## src/rtl/mux2_pkg.sv

```systemverilog
// Shared definitions for the mux2 datapath and its round-robin stream merger.
//   SEL_I0 / SEL_I1 : select encodings of the mux2 cell (and of the exported j).
//   burst_w()       : width of a burst counter able to hold 0..max_burst.
package mux2_pkg;

  localparam logic SEL_I0 = 1'b0;
  localparam logic SEL_I1 = 1'b1;

  function automatic int unsigned burst_w(input int unsigned max_burst);
    return $clog2(max_burst + 1);
  endfunction

endpackage

```

## src/rtl/mux2.sv

```systemverilog
// Single-bit 2:1 mux cell of the existing datapath.
//   i0 : input selected when j = SEL_I0
//   i1 : input selected when j = SEL_I1
//   j  : select
//   o  : selected bit
module mux2
  import mux2_pkg::*;
(
  input  logic i0,
  input  logic i1,
  input  logic j,
  output logic o
);

  assign o = (j == SEL_I1) ? i1 : i0;

endmodule

```

## src/rtl/mux2_rr_merge_mux.sv

```systemverilog
// WIDTH-bit steering array built from mux2 cells sharing one select.
//   i_d0  : channel 0 word
//   i_d1  : channel 1 word
//   i_sel : shared select (0 = i_d0, 1 = i_d1)
//   o_d   : steered word
module mux2_rr_merge_mux #(
  parameter int unsigned WIDTH = 8
) (
  input  logic [WIDTH-1:0] i_d0,
  input  logic [WIDTH-1:0] i_d1,
  input  logic             i_sel,
  output logic [WIDTH-1:0] o_d
);

  for (genvar g = 0; g < WIDTH; g++) begin : g_bit
    mux2 u_mux2 (
      .i0 (i_d0[g]),
      .i1 (i_d1[g]),
      .j  (i_sel),
      .o  (o_d[g])
    );
  end

endmodule

```

## src/rtl/mux2_rr_merge.sv

```systemverilog
// Two-input valid/ready merger: round-robin arbitration with a bounded burst
// allowance, winner steered through the mux2 array into one output register.
//   clk, rst_n            : clock, synchronous active-low reset
//   i0_data/valid/ready   : channel 0 stream
//   i1_data/valid/ready   : channel 1 stream
//   o_data/valid, o_ready : merged output stream (registered slot)
//   j                     : registered source of o_data (0 = ch0, 1 = ch1)
module mux2_rr_merge
  import mux2_pkg::*;
#(
  parameter int unsigned WIDTH     = 8,
  parameter int unsigned MAX_BURST = 4
) (
  input  logic             clk,
  input  logic             rst_n,
  input  logic [WIDTH-1:0] i0_data,
  input  logic             i0_valid,
  output logic             i0_ready,
  input  logic [WIDTH-1:0] i1_data,
  input  logic             i1_valid,
  output logic             i1_ready,
  output logic [WIDTH-1:0] o_data,
  output logic             o_valid,
  input  logic             o_ready,
  output logic             j
);

  localparam int unsigned    BW        = burst_w(MAX_BURST);
  localparam logic [BW-1:0]  BURST_MAX = BW'(MAX_BURST);

  logic [WIDTH-1:0] r_data;
  logic             r_valid;
  logic             r_j;
  logic [BW-1:0]    r_burst;

  logic             w_free;
  logic             w_pick;
  logic             w_pick_valid;
  logic             w_xfer;
  logic [BW-1:0]    w_burst_nxt;
  logic [WIDTH-1:0] w_mux_data;

  // Slot can take a word if empty or being drained this same cycle.
  assign w_free = !r_valid || o_ready;

  // Arbitration: lone requester wins; with both requesting, the owner keeps
  // the grant until its burst allowance is used up.
  always_comb begin
    w_pick = r_j;
    if (i0_valid && i1_valid) begin
      w_pick = (r_burst >= BURST_MAX) ? !r_j : r_j;
    end else if (i0_valid) begin
      w_pick = SEL_I0;
    end else if (i1_valid) begin
      w_pick = SEL_I1;
    end
  end

  assign w_pick_valid = (w_pick == SEL_I1) ? i1_valid : i0_valid;
  assign w_xfer       = w_free && w_pick_valid;

  // Same owner extends its run (saturating); a new owner starts at 1.
  always_comb begin
    w_burst_nxt = BW'(1);
    if (w_pick == r_j) begin
      w_burst_nxt = (r_burst >= BURST_MAX) ? BURST_MAX : r_burst + BW'(1);
    end
  end

  assign i0_ready = rst_n && w_free && (w_pick == SEL_I0);
  assign i1_ready = rst_n && w_free && (w_pick == SEL_I1);

  mux2_rr_merge_mux #(
    .WIDTH (WIDTH)
  ) u_mux (
    .i_d0  (i0_data),
    .i_d1  (i1_data),
    .i_sel (w_pick),
    .o_d   (w_mux_data)
  );

  // Output slot: load on transfer, empty on drain without refill, hold otherwise.
  always_ff @(posedge clk) begin
    if (!rst_n) begin
      r_valid <= 1'b0;
      r_data  <= '0;
      r_j     <= SEL_I0;
      r_burst <= '0;
    end else if (w_xfer) begin
      r_valid <= 1'b1;
      r_data  <= w_mux_data;
      r_j     <= w_pick;
      r_burst <= w_burst_nxt;
    end else if (w_free) begin
      r_valid <= 1'b0;
    end
  end

  assign o_data  = r_data;
  assign o_valid = r_valid;
  assign j       = r_j;

endmodule

```

## config.mk

```make
export PLATFORM = sky130hd
export DESIGN_NAME = mux2_rr_merge
export DESIGN_NICKNAME = d
export VERILOG_FILES = /design/src/rtl/mux2_pkg.sv /design/src/rtl/mux2.sv /design/src/rtl/mux2_rr_merge_mux.sv /design/src/rtl/mux2_rr_merge.sv
export SDC_FILE = /design/constraint.sdc
export NUM_CORES = 1
export LEC_CHECK = 0
export BUFFER_PORTS_ARGS = -buffer_cell sky130_fd_sc_hd__buf_2
export CORE_AREA = 2 2 47 49
export CTS_CLUSTER_SIZE = 12
export DETAILED_ROUTE_END_ITERATION = 16
export DIE_AREA = 0 0 49 51
export GPL_ROUTABILITY_DRIVEN = 0
export HOLD_SLACK_MARGIN = 0.12
export PLACE_DENSITY = 0.85
export SETUP_SLACK_MARGIN = 0.5
export SLEW_MARGIN = 20
export SYNTH_ARGS = -nofsm -noshare
export SYNTH_HDL_FRONTEND = slang
export SYNTH_SLANG_ARGS = --single-unit
```

## constraint.sdc

```tcl
create_clock -name clk -period 1.9 [get_ports clk]
set_input_delay 0.285 -clock clk [delete_from_list [all_inputs] [get_ports clk]]
set_output_delay 0.285 -clock clk [all_outputs]
set_load 0.005 [all_outputs]
```

Word level (Yosys, flattened, before mapping) --
Cells that the tools add are included. Widths: inputs -> output; s select.
Storage, ports and cells: output and inout port bits 12, register bits 13, logic and storage cells 34, bits of input ports 21
Operators by class: $lt $le $gt $ge 1, mux-type cells 17, equal/unequal tests 1, reduce and logical (&&, ||, !) cells 9, add/sub/neg operators 1, bitwise gates (word level) 1
Operator list (count):
- $mux 1 | 15
- $mux 3 | 2
- $logic_and 1x1->1 | 5
- $add 3x1->3 const B | 1
- $ge 3x3->1 const B | 1
- $logic_not 1->1 | 2
- $reduce_bool 2->1 | 1
- $eq 1x1->1 | 1
- $logic_or 1x1->1 | 1
- $not 1->1 | 1

Longest topological paths before layout --
Gate-level depths: netlist of run 1.
depth in word-level cells 6, depth in mapped cells 6, depth with buffers taken out 4

Cells and area by module --
A second synthesis of run 1 with hierarchy kept.
Second synthesis, totals: cell total of the unflattened synthesis 85, area, all modules 774.5 um^2
Modules (own cells, without submodules):
- mux2_rr_merge | area an instance 654.4 um^2, seq. area each 260.2 um^2, cells each 77, instances 1
- mux2 | area an instance 15.0 um^2, seq. area each 0.0 um^2, cells each 1, instances 8

Worst setup path after synthesis of run 1 --
No wires, ideal clock.
path type register to output, start register r_j, in the netlist j, end output port i0_ready, cell stages (with the launch flop) 6, arrival time 1.028 ns, setup slack 0.587 ns, cells stage by stage dfxtp_1 buf_4 nand2b_4 a21boi_4 a21oi_1 nor2b_1
Between the ends: cells in the longest elaborated chain, start to end 5
RTL lines:
- start, declared | RTL line mux2_rr_merge.sv:33 | logic r_j;
- start signal, assigned | RTL line mux2_rr_merge.sv:92 | r_j <= w_pick;
- $mux 1 or $logic_not 1->1 (tied branches) | RTL line mux2_rr_merge.sv:54, mux2_rr_merge.sv:51
- $mux 1, on equally long branches | RTL line mux2_rr_merge.sv:52, mux2_rr_merge.sv:51
- $mux 1 * | RTL line mux2_rr_merge.sv:50 | if (i0_valid && i1_valid) begin
- $not 1->1 * | RTL line mux2_rr_merge.sv:70 | assign i0_ready = rst_n && w_free && (w_pick == SEL_I0);
- $logic_and 1x1->1 * | RTL line mux2_rr_merge.sv:70
- end, declared | RTL line mux2_rr_merge.sv:18 | output logic i0_ready,
Every way passes the cells marked *; elsewhere a longest branch is shown, timed or not.

Worst setup path after layout of run 1 --
start register r_burst[2], end output port i0_ready
Between the ends: cells in the longest elaborated chain, start to end 5
RTL lines:
- start, declared | RTL line mux2_rr_merge.sv:34 | logic [BW-1:0] r_burst;
- start signal, assigned | RTL line mux2_rr_merge.sv:93 | r_burst <= w_burst_nxt;
- $ge 3x3->1 | RTL line mux2_rr_merge.sv:51 | w_pick = (r_burst >= BURST_MAX) ? !r_j : r_j;
- $mux 1 | RTL line mux2_rr_merge.sv:51
- $mux 1 | RTL line mux2_rr_merge.sv:50
- $not 1->1 | RTL line mux2_rr_merge.sv:70
- $logic_and 1x1->1 | RTL line mux2_rr_merge.sv:70
Every way passes these cells.

==> flow_summary.yaml, run 1 <==
global_routing:
  grt_pass1_wl_um: 4350
  grt_max_degree: 25
  grt_usage: 0.220
  antenna_found_initial: 0
  first_global_vias: 1011
  gr-total-overflow: 0
floorplanning:
  start_util: 0.482
  die-area_um2: 2500
  ios: 33
  dieWidth_um: 49
  die_h_um: 51
  core-area_um2: 2060
  fp-row-count: 17
yosys:
  ys_top_cells_by_area: "dfxtp_1, a31oi_1, a21oi_1"
  ys_seq_elements: 13
  ys_types: 29
  ys_warn_count: 0
  synth_fp_nets: 157
  synth_most_common_cell: "a31oi_1"
  yosysTopAreaCell: "dfxtp_1"
  syn_area_um2: 993
  synth_seq_area_share: 0.262
  syn_area_per_cell_um2: 7.41
  synthFlopType: "dfxtp_1"
  synth-edff-count: 0
  syn_inst: 134
  synth_common_cells: "a31oi_1, a21oi_1, dfxtp_1"
  synthArstFlopShare: 0
  synth_top_area_frac: 0.262
critical_path:
  cp_max_fo: 3
  worstSetupStartpointType: "register"
  arrival_ps: 1260
  critPathKind: "reg2out"
  critPathCaptureType: "output pin"
  cp.required_ps: 1620
power:
  switching_share: 0.333
  vdd_drop_max_uv: 355
  intPower_w: 0.000480
  power_w: 0.000720
  p_per_area_nw_per_um2: 575
  p_switching_w: 0.000240
  power.leakage_nw: 0.628
  seq_power_share: 0.430
  pwr-share-clk: 0.253
  share_comb_of_total_power: 0.317
clocking:
  clockRootBuffer: "clkbuf_4"
  cts.path.max_buffers: 2
  worstSkewPairLatency_ps: 280
  ctsHtreeMaxLevel: 1
  path_clk_slew_ps: 90
  clock_sinks: 13
  cts_tree: "built"
  cts_made_buffers: 3
detailed_routing:
  ant_nets: 0
  first_pass_iters: 4
  drtIter0Drc: 39
  wl_um: 2840
  wl_per_cell_um: 14.6
  vias: 1143
  via_per_inst: 5.89
  drcViolationCount: 0
place:
  port_buffers: 32
  pre_cts_slack_ps: 327
  dp_hpwl_um: 1750
cells_and_area:
  area_growth_pct: 25.9
  drive_gt1_frac: 0.337
  final_nets: 190
  antenna_cells: 0
  postLayoutCoreUtil: 0.606
timing:
  worst_slack_ps: 356
  fmax_ghz: 0.648
  hold_viol: 0
  clock_skew_ps: 2.16
  worst_slew_pin_slew_ps: 478
  rsz0062_at_grt: "true"
  final-max-slew-violation-count: 0
  final.min_clock_period_ps: 1540
  timing.final.crit_share: 0.812
  tns_ps: 0
  setup_viol: 0
  holdWs_ps: 312
  slew_headroom: 0.680
run_status:
  status: "finished, final reports clean"
run:
  max_cap_viol_count: 0
worst_hold_path:
  hp-class: "in2reg"
worst paths after layout:
path / cells past startpoint / slack [ps] / startpoint / to
worst max register to register: 5 / 510 / j / r_burst[2]
worst min register to register: 2 / 490 / r_burst[1] / r_burst[1]
worst min-delay path: 3 / 310 / i0_data[1] / o_data[1]
worst max-delay path: 5 / 360 / r_burst[2] / i0_ready
power groups by stage:
stage | combinational (W) | clock [W] | sequential (W)
2_1_floorplan | 0.000131 | 0 | 0.000318
3_3_place_gp | 0.000197 | 0 | 0.000320
3_5_place_dp | 0.000204 | 0 | 0.000320
4_1_cts | 0.000219 | 0.000182 | 0.000309
5_1_grt | 0.000250 | 0.000188 | 0.000313
6_report | 0.000228 | 0.000182 | 0.000310
cell type report:
cell class | instances | area, um^2
clock buffers | 4 | 26.3
inverters | 10 | 37.5
repair buffers | 39 | 219
well taps | 28 | 35.0
fillers | 194 | 812
multi-input cells | 100 | 666
flip-flops and latches | 13 | 268
timing repair:
action	CTS	global route
endpoints found under the hold margin	0	0
endpoints found under the setup margin	14	9
resized for setup	9	5
cloned	0	0
hold buffers	0	0
setup buffers	3	0
pin swaps	3	1
critical path, stage by stage (launching register included):
cell	delay [ps]
dfxtp_4	380
nand2b_4	130
nand2_2	60
a21oi_2	150
nor2b_2	150
buf_2	110
metal layers:
metal  vias to the layer above  track usage  wire (um)
li1                        558            -          -
met1                       520        0.275       1210
met2                        61        0.379       1390
met3                         4       0.0292        228
met4                         0       0.0952         17
met5                         -            0          0
state kept, by name, indices dropped and copies added (netlist names):
signal   count
r_burst      3
j            1
o_valid      1
o_data       8
through the flow:
| stage | area (um^2) | std cells |
|---|---|---|
| after CTS | 1230 | 194 |
| after detailed placement | 1160 | 187 |
| after global placement | 1160 | 187 |
| final | 1250 | 194 |
| after global routing | 1250 | 194 |
| after floorplan | 993 | 134 |
layout by cell type, fill, tap and decap left out:
cell type,instances
and3_1,8
nand2b_4,2
buf_4,6
dfxtp_1,11
a311oi_1,1
nor3_1,1
ha_1,2
buf_6,1
nor3b_2,1
clkbuf_4,4
o21a_1,1
a21oi_1,17
nand2b_1,2
a21oi_2,3
clkbuf_1,1
a21o_1,8
nor2b_1,2
nand2_1,4
nor2_4,1
buf_2,31
nor2b_2,2
a21boi_0,1
a31oi_1,24
nor2b_4,1
nand2_2,1
nor2_1,3
nand4_1,1
o221ai_1,1
inv_1,10
o21ai_1,1
o21ai_0,9
a21boi_4,1
mux2i_1,1
and2_1,1
dfxtp_4,2
cells by family (layout without fill, tap and decap cells):
family | Yosys count | after routing | synth area share
AO/OA/AOI/OAI | 67 | 67 | 0.414
adder cells (fa/ha/maj) | 2 | 2 | 0.0252
buffers and inverters | 21 | 53 | 0.0995
flip-flops | 13 | 13 | 0.262
multiplexers | 1 | 1 | 0.0101
AND/OR/NAND/NOR | 30 | 30 | 0.189
No activity file was read; power rests on OpenSTA's default activity.
==> inputs of run 2 (changes only) <==
--- a/config.mk
+++ b/config.mk
@@ -5,14 +5,15 @@
 export SDC_FILE = /design/constraint.sdc
 export NUM_CORES = 1
 export LEC_CHECK = 0
+export ABC_AREA = 1
 export BUFFER_PORTS_ARGS = -buffer_cell sky130_fd_sc_hd__buf_2
-export CORE_AREA = 2 2 47 49
+export CORE_AREA = 2 2 44 46
 export CTS_CLUSTER_SIZE = 12
 export DETAILED_ROUTE_END_ITERATION = 16
-export DIE_AREA = 0 0 49 51
+export DIE_AREA = 0 0 46 48
 export GPL_ROUTABILITY_DRIVEN = 0
 export HOLD_SLACK_MARGIN = 0.12
-export PLACE_DENSITY = 0.85
+export PLACE_DENSITY = 0.8
 export SETUP_SLACK_MARGIN = 0.5
 export SLEW_MARGIN = 20
 export SYNTH_ARGS = -nofsm -noshare
==> constraint.sdc (replaced) <==
create_clock -name clk -period 1.6 [get_ports clk]
set_input_delay 0.24 -clock clk [delete_from_list [all_inputs] [get_ports clk]]
set_output_delay 0.24 -clock clk [all_outputs]
set_load 0.005 [all_outputs]
==> flow_summary.yaml, run 2 <==
cells_and_area:
  largest_register_ffs: 8
  antenna_cells: 0
  final_nets: 190
  final_common_cell: "buf_2"
  mostFrequentLayoutCells: "buf_2, nand2_1, nor2_1"
  area_growth_pct: 66.6
  drive_gt1_frac: 0.554
power:
  power_w: 0.000972
  vdd_drop_max_uv: 601
  p_per_area_nw_per_um2: 788
  power.leakage_nw: 0.687
critical_path:
  critPathCaptureType: "output pin"
  r2r-start: "j"
  slowest_stage: "dfxtp_4"
  crit_family: "flip-flops"
  crit_chain: "inv_4, nand2_4, nand3_4, nand2_4, nor2_2, buf_2"
  cp.required_ps: 1360
  cpMostUsedCell: "nand2_4"
  critPathKind: "reg2out"
  cp_slowest_stage_delay_ps: 410
  r2r_end: "o_data[5]"
  path_depth: 6
  worstSetupStartpointType: "register"
  arrival_ps: 1180
  rr_worst_depth: 10
  cp_max_fo: 4
  cp_num_buf_inv: 2
  reg2reg_slack_ps: 270
clocking:
  postCtsHoldBufs: 0
  clock_sinks: 13
  path_clk_slew_ps: 90
  cts_tree: "built"
  cts.path.max_buffers: 2
  cts_made_buffers: 3
  clockRootBuffer: "clkbuf_4"
  worstSkewPairLatency_ps: 300
  ctsHtreeMaxLevel: 1
yosys:
  ys_top_cells_by_area: "dfxtp_1, nand2_1, nand3_1"
  synthArstFlopShare: 0
  synth_seq_area_share: 0.351
  synthFlopType: "dfxtp_1"
  syn_area_per_cell_um2: 6.39
  synth-edff-count: 0
  ys_types: 17
  synth_common_cells: "nand2_1, nor2_1, nand3_1"
  synth_top_area_frac: 0.351
  syn_area_um2: 741
  synth_fp_nets: 139
  syn_inst: 116
  synth_most_common_cell: "nand2_1"
  yosysTopAreaCell: "dfxtp_1"
  ys_seq_elements: 13
  ys_warn_count: 0
timing:
  tns_ps: 0
  timing.final.crit_share: 0.890
  hold_viol: 0
  final-max-slew-violation-count: 0
  final.min_clock_period_ps: 1420
  clock_skew_ps: 3.04
  slew_headroom: 0.716
  setup_viol: 0
  rsz0062_at_grt: "true"
  worst_slew_pin_slew_ps: 426
  fmax_ghz: 0.702
global_routing:
  grt_util_met2: 0.333
  grt_pass1_wl_um: 3300
  grt_usage: 0.211
  grt_max_degree: 21
  antenna_found_initial: 0
  first_global_vias: 800
  met3_usage: 0.0377
  met1_usage: 0.258
  gr-max-usage-layer: "met2"
  gr-total-overflow: 0
detailed_routing:
  vias: 961
  wl_um: 2690
  drtIter0Drc: 34
  ant_nets: 0
  wl_per_cell_um: 14.7
  drcViolationCount: 0
  via_per_inst: 5.25
  first_pass_iters: 4
floorplanning:
  die-area_um2: 2210
  dieWidth_um: 46
  start_util: 0.439
  core-area_um2: 1690
  die_h_um: 48
  fp-row-count: 15
  ios: 33
worst_hold_path:
  min_from: "rst_n"
  holdPathStages: 3
  hp-class: "in2reg"
  min_to: "r_burst[2]"
place:
  dp_hpwl_um: 1350
  port_buffers: 32
run_status:
  status: "finished, final reports clean"
run:
  max_cap_viol_count: 0
==> run 2: changes by cell type after synthesis, sizes merged, moves of 4 or more <==
cell,change
a21oi,-15
nor2b,-5
o21ai,-7
nand2,+26
and3,-8
nand3,+19
nor2,+17
inv,+8
a21o,-8
nand2b,-4
a31oi,-24
buf,-5
==> run 2: logic make-up (layout without fill, tap and decap cells) <==
logic type / after synthesis / in the layout / synth area share
buf+inv: 21 / 71 / 0.128
fa+ha+maj: 2 / 2 / 0.0338
compound gates: 8 / 8 / 0.0591
simple gates: 72 / 72 / 0.427
flops: 13 / 13 / 0.351
==> run 2: tightest hold or removal path, cell delays in order <==
cell,delay (ps)
buf_2,110
nand2_1,60
a21oi_1,40
==> run 2: cell type report <==
cell class	count	area (um^2)
fillers	127	455
multi-input cells	82	527
repair inverters	1	6.26
clock buffers	4	26.3
flip-flops and latches	13	270
repair buffers	48	303
well taps	17	21.3
inverters	18	80.1
==> run 2: through the flow <==
| step | std cells | setup WS [ps] | area, um^2 | hold WS [ps] | util |
|---|---|---|---|---|---|
| 2_1_floorplan | 116 | 514 | 749 | 363 | - |
| 3_3_place_gp | 162 | 363 | 903 | 501 | 0.535 |
| 3_5_place_dp | 162 | 317 | 903 | 496 | 0.535 |
| 4_1_cts | 174 | 236 | 1030 | 199 | 0.608 |
| 5_1_grt | 183 | 131 | 1230 | 187 | 0.730 |
| 6_report | 183 | 176 | 1230 | 187 | 0.730 |
==> run 2: layer usage <==
| metal | vias up | part of all wire |
|---|---|---|
| met4 | 0 | 0.017 |
| met3 | 5 | 0.069 |
| li1 | 461 | - |
| met1 | 453 | 0.39 |
| met5 | - | 0 |
| met2 | 42 | 0.52 |
==> run 2: worst max-delay path by stage <==
stage               startpoint         end
floorplan                    j    i0_ready
global placement      i1_valid  r_burst[0]
detailed placement  r_burst[2]    i0_ready
CTS                          j    i1_ready
global route                 j    i1_ready
finish                       j    i0_ready
==> run 2: what timing repair did <==
| action | in CTS | in global routing |
|---|---|---|
| setup buffers | 8 | 7 |
| endpoints found under the setup margin | 14 | 15 |
| pin swaps | 4 | 14 |
| gates resized for setup | 13 | 38 |
| cloned | 0 | 2 |
==> run 2: report_power, final <==
group / leakage (nW) / internal, W / total, W / switching, W
logic: 0.562 / 0.000169 / 0.000364 / 0.000196
registers: 0.110 / 0.000357 / 0.000381 / 0.0000235
clock network: 0.0150 / 0.0000973 / 0.000227 / 0.000130
